==> src/rtl/bakraid_pcm_fifo.sv <==
// Stereo PCM rate-adaptation FIFO: captures samples at the CEN-derived 44.1 kHz rate and
// replays them at a CLK-derived output rate, holding the last sample when starved.
module bakraid_pcm_fifo #(
  parameter int W      = 16,
  parameter int DIV    = 384,
  parameter int OUTDIV = 2000,
  parameter int AW     = 3
) (
  input  logic          CLK,
  input  logic          RESETn,
  input  logic          CEN16p9344,
  input  logic [W-1:0]  IN_L,
  input  logic [W-1:0]  IN_R,
  output logic          IN_STB,
  output logic [W-1:0]  OUT_L,
  output logic [W-1:0]  OUT_R,
  output logic          OUT_SAMPLE,
  output logic [AW:0]   LEVEL,
  output logic          RUNNING,
  output logic          OVERRUN,
  output logic          UNDERRUN,
  input  logic          CLR_FLAGS
);

  localparam int D  = 1 << AW;
  localparam int DW = (DIV > 1) ? $clog2(DIV) : 1;
  localparam int OW = (OUTDIV > 1) ? $clog2(OUTDIV) : 1;
  localparam logic [DW-1:0] DIV_LAST = DW'(DIV - 1);
  localparam logic [OW-1:0] OUT_LAST = OW'(OUTDIV - 1);
  localparam logic [AW:0]   LVL_FULL = (AW + 1)'(D);
  localparam logic [AW:0]   LVL_HALF = (AW + 1)'(D / 2);

  typedef enum logic {S_PRIME = 1'b0, S_RUN = 1'b1} state_t;

  state_t          state_q, state_d;
  logic [DW-1:0]   div_q, div_d;
  logic [OW-1:0]   ocnt_q, ocnt_d;
  logic [AW-1:0]   wptr_q, wptr_d, rptr_q, rptr_d;
  logic [AW:0]     level_q, level_d;
  logic [W-1:0]    out_l_q, out_l_d, out_r_q, out_r_d;
  logic            stb_q, sample_q, ovr_q, ovr_d, und_q, und_d;
  logic [2*W-1:0]  mem_q [D];

  logic push, slot, empty, full, do_pop, starve, drop;

  always_comb begin
    push   = CEN16p9344 && (div_q == DIV_LAST);
    slot   = (ocnt_q == OUT_LAST);
    empty  = (level_q == '0);
    full   = (level_q == LVL_FULL);
    do_pop = (state_q == S_RUN) && slot && !empty;
    starve = (state_q == S_RUN) && slot && empty;
    // A push into a full FIFO with no pop to make room evicts the oldest entry.
    drop   = push && full && !do_pop;

    div_d  = div_q;
    if (CEN16p9344) div_d = (div_q == DIV_LAST) ? '0 : div_q + DW'(1);
    ocnt_d = slot ? '0 : ocnt_q + OW'(1);
    wptr_d = push ? wptr_q + AW'(1) : wptr_q;
    rptr_d = (do_pop || drop) ? rptr_q + AW'(1) : rptr_q;

    level_d = level_q;
    case ({push && !drop, do_pop})
      2'b10:   level_d = level_q + (AW + 1)'(1);
      2'b01:   level_d = level_q - (AW + 1)'(1);
      default: level_d = level_q;
    endcase

    out_l_d = out_l_q;
    out_r_d = out_r_q;
    if (do_pop) {out_l_d, out_r_d} = mem_q[rptr_q];

    state_d = state_q;
    case (state_q)
      S_PRIME: if (level_d >= LVL_HALF) state_d = S_RUN;
      S_RUN:   if (starve) state_d = S_PRIME;
      default: state_d = S_PRIME;
    endcase

    ovr_d = drop   ? 1'b1 : (CLR_FLAGS ? 1'b0 : ovr_q);
    und_d = starve ? 1'b1 : (CLR_FLAGS ? 1'b0 : und_q);
  end

  always_ff @(posedge CLK or negedge RESETn) begin
    if (!RESETn) begin
      state_q  <= S_PRIME;
      div_q    <= '0;
      ocnt_q   <= '0;
      wptr_q   <= '0;
      rptr_q   <= '0;
      level_q  <= '0;
      out_l_q  <= '0;
      out_r_q  <= '0;
      stb_q    <= 1'b0;
      sample_q <= 1'b0;
      ovr_q    <= 1'b0;
      und_q    <= 1'b0;
    end else begin
      state_q  <= state_d;
      div_q    <= div_d;
      ocnt_q   <= ocnt_d;
      wptr_q   <= wptr_d;
      rptr_q   <= rptr_d;
      level_q  <= level_d;
      out_l_q  <= out_l_d;
      out_r_q  <= out_r_d;
      stb_q    <= push;
      sample_q <= slot;
      ovr_q    <= ovr_d;
      und_q    <= und_d;
    end
  end

  always_ff @(posedge CLK) begin
    if (push) mem_q[wptr_q] <= {IN_L, IN_R};
  end

  assign IN_STB     = stb_q;
  assign OUT_L      = out_l_q;
  assign OUT_R      = out_r_q;
  assign OUT_SAMPLE = sample_q;
  assign LEVEL      = level_q;
  assign RUNNING    = (state_q == S_RUN);
  assign OVERRUN    = ovr_q;
  assign UNDERRUN   = und_q;

endmodule

==> config.mk <==
export PLATFORM = sky130hd
export DESIGN_NAME = bakraid_pcm_fifo
export DESIGN_NICKNAME = d
export VERILOG_FILES = /design/src/rtl/bakraid_pcm_fifo.sv
export SDC_FILE = /design/constraint.sdc
export NUM_CORES = 1
export LEC_CHECK = 0
export BUFFER_PORTS_ARGS = -buffer_cell sky130_fd_sc_hd__clkbuf_2
export CAP_MARGIN = 5
export CORE_UTILIZATION = 32
export CTS_CLUSTER_DIAMETER = 30
export DETAILED_ROUTE_END_ITERATION = 10
export PLACE_DENSITY = 0.49
export RECOVER_POWER = 100
export SETUP_SLACK_MARGIN = 0.02
export SYNTH_ARGS = -nofsm -noshare
export SYNTH_HDL_FRONTEND = slang
export SYNTH_SLANG_ARGS = --single-unit
==> constraint.sdc <==
create_clock -name CLK -period 13.1 [get_ports CLK]
set_clock_uncertainty 0.05 [all_clocks]
set_input_delay 2.62 -clock CLK [delete_from_list [all_inputs] [get_ports CLK]]
set_output_delay 2.62 -clock CLK [all_outputs]
set_load 0.02 [all_outputs]
## After elaboration in Yosys (flattened, before gate mapping)

Memory sizes are Yosys's and may differ from the RTL's. A register that Yosys moved wholly into a read port is not among the register bits.
Index checks and enable logic that the tools add are counted.

| operators by class | value |
|---|---|
| add/subtract/negate cells | 6 |
| magnitude comparators | 1 |
| equal/unequal tests | 5 |
| multiplexer cells | 11 |
| bitwise operators | 1 |
| reductions and logical operators | 15 |

Operators by type and width:

| cell | number |
|---|---|
| adder 11 x 1 -> 11 bit (second input constant) | 1 |
| == test 11 bit (second input constant) | 1 |
| 2-to-1 mux 11 bit | 1 |
| adder 9 x 1 -> 9 bit (second input constant) | 1 |
| == test 9 bit (second input constant) | 1 |
| 2-to-1 mux 9 bit | 1 |
| one-hot mux 4 bit (2 select lines) | 1 |
| logical AND 1 bit | 7 |
| 2-to-1 mux 1 bit | 7 |
| adder 3 x 1 -> 3 bit (second input constant) | 2 |
| adder 4 x 1 -> 4 bit (second input constant) | 1 |
| == test 4 bit (second input constant) | 1 |
| greater-or-equal comparator 4 x 3 -> 1 bit (second input constant) | 1 |
| zero test 1 bit | 4 |
| zero test 4 bit | 1 |
| nonzero test 2 bit | 2 |
| subtractor 4 x 1 -> 4 bit (second input constant) | 1 |
| == test 2 x 1 -> 1 bit (second input constant) | 1 |
| == test 2 bit (second input constant) | 1 |
| one-hot mux 1 bit (2 select lines) | 1 |
| logical OR 1 bit | 1 |
| inverter 1 bit | 1 |

| word-level totals | value |
|---|---|
| flip-flop bits (word level) | 35 |
| bits in writable memories | 256 |
| bits of input ports | 36 |
| logic and storage cells | 50 |
| memories | 1 |

Memories:

| memory | depth | bits a word | rd ports | clocked after Yosys merged registers in | wr ports | line | text |
|---|---|---|---|---|---|---|---|
| mem_q | 8 | 32 | 1 | 1 | 1 | 42 | `logic [2*W-1:0] mem_q [D];` |

## Depth between registers and ports, before layout

| depth | value |
|---|---|
| word-level depth | 12 |
| mapped depth | 13 |
| mapped depth without buffers | 11 |

## Worst setup path after synthesis

Ideal clock, no wire load.

| path | value |
|---|---|
| path type | input-to-reg |
| start point | input port CEN16p9344 |
| end point | memory mem_q[2][0] (netlist name) (enable) |
| setup time | 0.513 ns |
| arrival time | 6.800 ns |
| data required time | 12.537 ns |
| path slack | 5.737 ns |
| stages on the path | 5 |
| buffers on the path | 2 |
| cell sequence | clkbuf_2 nand3_1 or3_1 buf_2 nor4b_1 |

| between the ends | value |
|---|---|
| longest elaborated chain between the ends | 3 |

Ends and longest elaborated chain:

| item | line | text |
|---|---|---|
| from (decl) | 11 | `input logic CEN16p9344,` |
| logical AND 1 bit | 47 | `push = CEN16p9344 && (div_q == DIV_LAST);` |
| 2-to-1 mux 1 bit | 115 | `if (push) mem_q[wptr_q] <= {IN_L, IN_R};` |
| 2-to-1 mux 1 bit (implied by the code) | 115 |  |
| to (decl) | 42 |  |

Every way passes these cells.

## Worst setup path in the final report

| path | value |
|---|---|
| start point | input port CEN16p9344 |
| end point | memory mem_q[7][31] (netlist name) (enable) |

The elaborated chain is that of the path after synthesis.

==> flow_summary_export.csv <==
group,metric,value,unit
cts,root_buffer,"clkbuf_16",
cts,clockBufferDepth,3,
finish,final_core_util,0.4190,
critical_path,rr_endpoint,"RUNNING",
finish,drive_gt1_frac,0.2403,
pwr,peakVddDrop,0.1025,mV
timing,slew_violations,320,
synth,netlist_top_cells_area,"edfxtp_1, dfrtp_1, mux4_2",
floorplanning,rows,71,
cts,clock_latency,0.56,ns
finish,syn2layout_area_growth,27.60,%
critical_path,r2r_cells,6,
placed_design,place.gp.congestion,0.7377,
placed_design,dp_hpwl,14630,um
synth,synth-edff-count,256,
critical_path,cp.required,13.20,ns
floorplanning,fp.dieH,199.5,um
global_route,grt_pass1_vias,6966,
synth,yosysTopAreaCellShare,0.6158,
hold_path,worst_hold_path.endpoint,"ocnt_q[0]",
synth,synth-warning-count,0,
pwr,powerDensity,195.0,nW/um^2
synth,synth.cell_area,12480,sq um
route,drt_iter0_drc,301,
route,drc,0,
placed_design,place_area,13500,sq um
synth,synthFlopType,"edfxtp_1",
route,viasPerCell,4.784,
floorplanning,coreArea,38020,sq um
timing,post-route-period-util,0.4892,
global_route,grt_overflow,0,
critical_path,cp-start-kind,"primary input",
critical_path,r2r-start,"LEVEL[0]",
critical_path,reg2reg_slack,8.34,ns
timing,fin_crit,6.409,ns
timing,setup_viol,0,
global_route,grt_first_pass_wirelength,40680,um
floorplanning,die_area,39810,sq um
hold_path,hold_depth,1,
hold_path,min-delay-start,"ocnt_q[0]",
cts,ctsResizeCount,0,
cts,cts_sinks,323,
critical_path,cp_max_fo,19,
outcome,status,"complete, but fails checks",
synth,yosysSeqAreaShare,0.7501,
global_route,gr-max-usage-layer,"met2",
cts,cts_setup_buffers,0,
global_route,grtUsageMet2,0.2181,
global_route,grt_max_degree,71,
cts,clk_pin_slew,0.04,ns
timing,worst_pin_slew,3.995,ns
global_route,grt_antenna_before_repair,2,
floorplanning,dieWidth,199.5,um
synth,async_reset_ff_frac,0.2074,
cts,holdBufCountCts,0,
timing,tns,0,ns
pwr,p_leak,5.460,nW
global_route,use_met3,0.03578,
critical_path,endpoint_kind,"flip-flop",
hold_path,holdCritPathClass,"flip-flop to flip-flop",
synth,synthesis.nets,685,
route,wl_per_cell,19.48,um
global_route,met1_usage,0.1785,
synth,avgSynthCellArea,19.45,sq um
floorplanning,start_util,0.3284,
critical_path,arrival,6.50,ns
timing,hold_violations,0,
job,maxCapViolCount,8,
timing,rsz0062_at_grt,"false",
route,drtAntennaViolNets,0,
placed_design,portBuffers,76,
floorplanning,io-pin-count,77,
synth,ys_ff_latch,323,
timing,slew_headroom,-1.663,
route,drt-total-wl,26120,um
cts,numCtsBuffers,72,
route,drt_first_pass_iters,5,
cts,htreeDepth,3,
route,vias,6416,
finish,nets,815,
synth,yosys.area.top_type,"edfxtp_1",
outcome,violations,"max-capacitance violations, max-slew violations",
synth,postSynthCellCount,642,
finish,fill_cells,3497,
synth,yosysUniqueCellTypes,50,
cts,cts_tree,"yes",
timing,clock.fmax,0.1560,GHz
critical_path,critPathKind,"primary input to flip-flop",
global_route,grt_usage,0.1376,
finish,final_area,15930,sq um
==> metrics by stage <==
stage / instances / hold WS [ns] / total power, mW / setup WS, ns
2_1_floorplan: 642 / 0.3739 / 1.168 / 5.737
3_3_place_gp: 1208 / 0.3855 / 1.191 / 7.591
3_5_place_dp: 1208 / 0.4136 / 1.194 / 7.488
4_1_cts: 1338 / 0.4187 / 3.149 / 8.063
5_1_grt: 1339 / 0.4442 / 3.203 / 5.730
6_report: 1341 / 0.4145 / 3.107 / 6.691
==> state kept, by name, summed over array words and instances (netlist names) <==
signal / flops
IN_STB: 1
LEVEL: 4
OUT_L: 16
OUT_R: 16
OUT_SAMPLE: 1
OVERRUN: 1
RUNNING: 1
UNDERRUN: 1
div_q: 9
mem_q: 256
ocnt_q: 11
rptr_q: 3
wptr_q: 3
==> worst max-delay path by stage <==
stage | startpoint | to | slack (ns) | cells past startpoint
after global placement | CEN16p9344 | mem_q[7][13] | 7.59 | 6
after CTS | CEN16p9344 | mem_q[7][31] | 8.06 | 6
after global routing | RESETn | rptr_q[0] | 5.73 | 1
final | CEN16p9344 | mem_q[7][31] | 6.69 | 7
after detailed placement | CEN16p9344 | mem_q[7][13] | 7.49 | 6
after floorplan | CEN16p9344 | mem_q[2][0] | 5.74 | 5
==> critical path, cell delays in order <==
cell,delay [ns]
clkbuf_1,0.24
nand3_1,0.18
or3_1,0.54
inv_1,0.40
nand2_1,0.19
nor2_1,1.09
clkbuf_1,1.22
==> cells by family after synthesis <==
family          Yosys count  share of synthesized area
buf+inv                  38                    0.01383
xor+xnor                 16                    0.01123
simple gates            104                    0.04540
compound gates           52                    0.02415
mux                     102                     0.1477
flops                   323                     0.7501
fa+ha+maj                 7                   0.007617
==> placed cells by master, fill, tap and decap left out, types with 4 or more instances in the layout <==
| master | n |
|---|---|
| inv_1 | 5 |
| clkinv_1 | 4 |
| nand3_1 | 9 |
| xnor2_1 | 9 |
| bufinv_16 | 16 |
| nand4_1 | 6 |
| clkbuf_1 | 93 |
| o21ai_0 | 38 |
| edfxtp_1 | 256 |
| nand2_1 | 42 |
| nor2_1 | 12 |
| clkinv_4 | 7 |
| dfrtp_1 | 64 |
| ha_1 | 6 |
| clkbuf_8 | 4 |
| nor4_1 | 4 |
| mux2_2 | 4 |
| nand2b_1 | 4 |
| clkinv_2 | 10 |
| mux2i_1 | 33 |
| mux4_2 | 64 |
| clkbuf_16 | 74 |
| xor2_1 | 7 |
==> power breakdown <==
part / leakage, nW / internal, mW / switching [mW]
Clock: 1.28 / 1.37 / 0.563
Combinational: 0.995 / 0.0141 / 0.0254
Sequential: 3.18 / 1.12 / 0.0126
Total: 5.46 / 2.51 / 0.601
==> cell type report <==
type                            count  area, sq um  area share
Multi-Input combinational cell    281         2913      0.1828
Sequential cell                   323         9373      0.5884
Timing Repair Buffer               89        342.8     0.02152
Clock buffer                       85         1933      0.1213
Antenna cell                        2        5.005   0.0003142
Clock inverter                     45        705.7     0.04430
Inverter                            5        18.77    0.001178
Tap cell                          511        639.4     0.04014
==> layer usage <==
layer | vias to the layer above | share of wire
met3 | 67 | 0.053
met1 | 3329 | 0.44
met4 | 2 | 0.028
met5 | - | 0.00050
met2 | 165 | 0.48
li1 | 2853 | -
==> synth_stat cells, types with 2 or more instances <==
master,n
or3_1,2
or4_1,3
a21oi_1,2
nand3_1,8
buf_2,8
nand2_1,42
nand4_2,2
ha_1,6
xnor2_1,9
nor4b_1,3
mux2_2,4
xor2_1,7
nand4_1,5
nor2_1,12
nor3b_1,3
clkbuf_1,18
mux4_2,64
and3_1,3
buf_1,3
nand2b_1,4
a22o_1,3
edfxtp_1,256
dfrtp_1,67
nor4_1,3
nor3_1,4
nand4b_1,2
o21ai_0,38
a21boi_0,2
mux2i_1,32
buf_6,2
inv_1,4
a21o_1,3
Power figures use the tool's default switching activity.
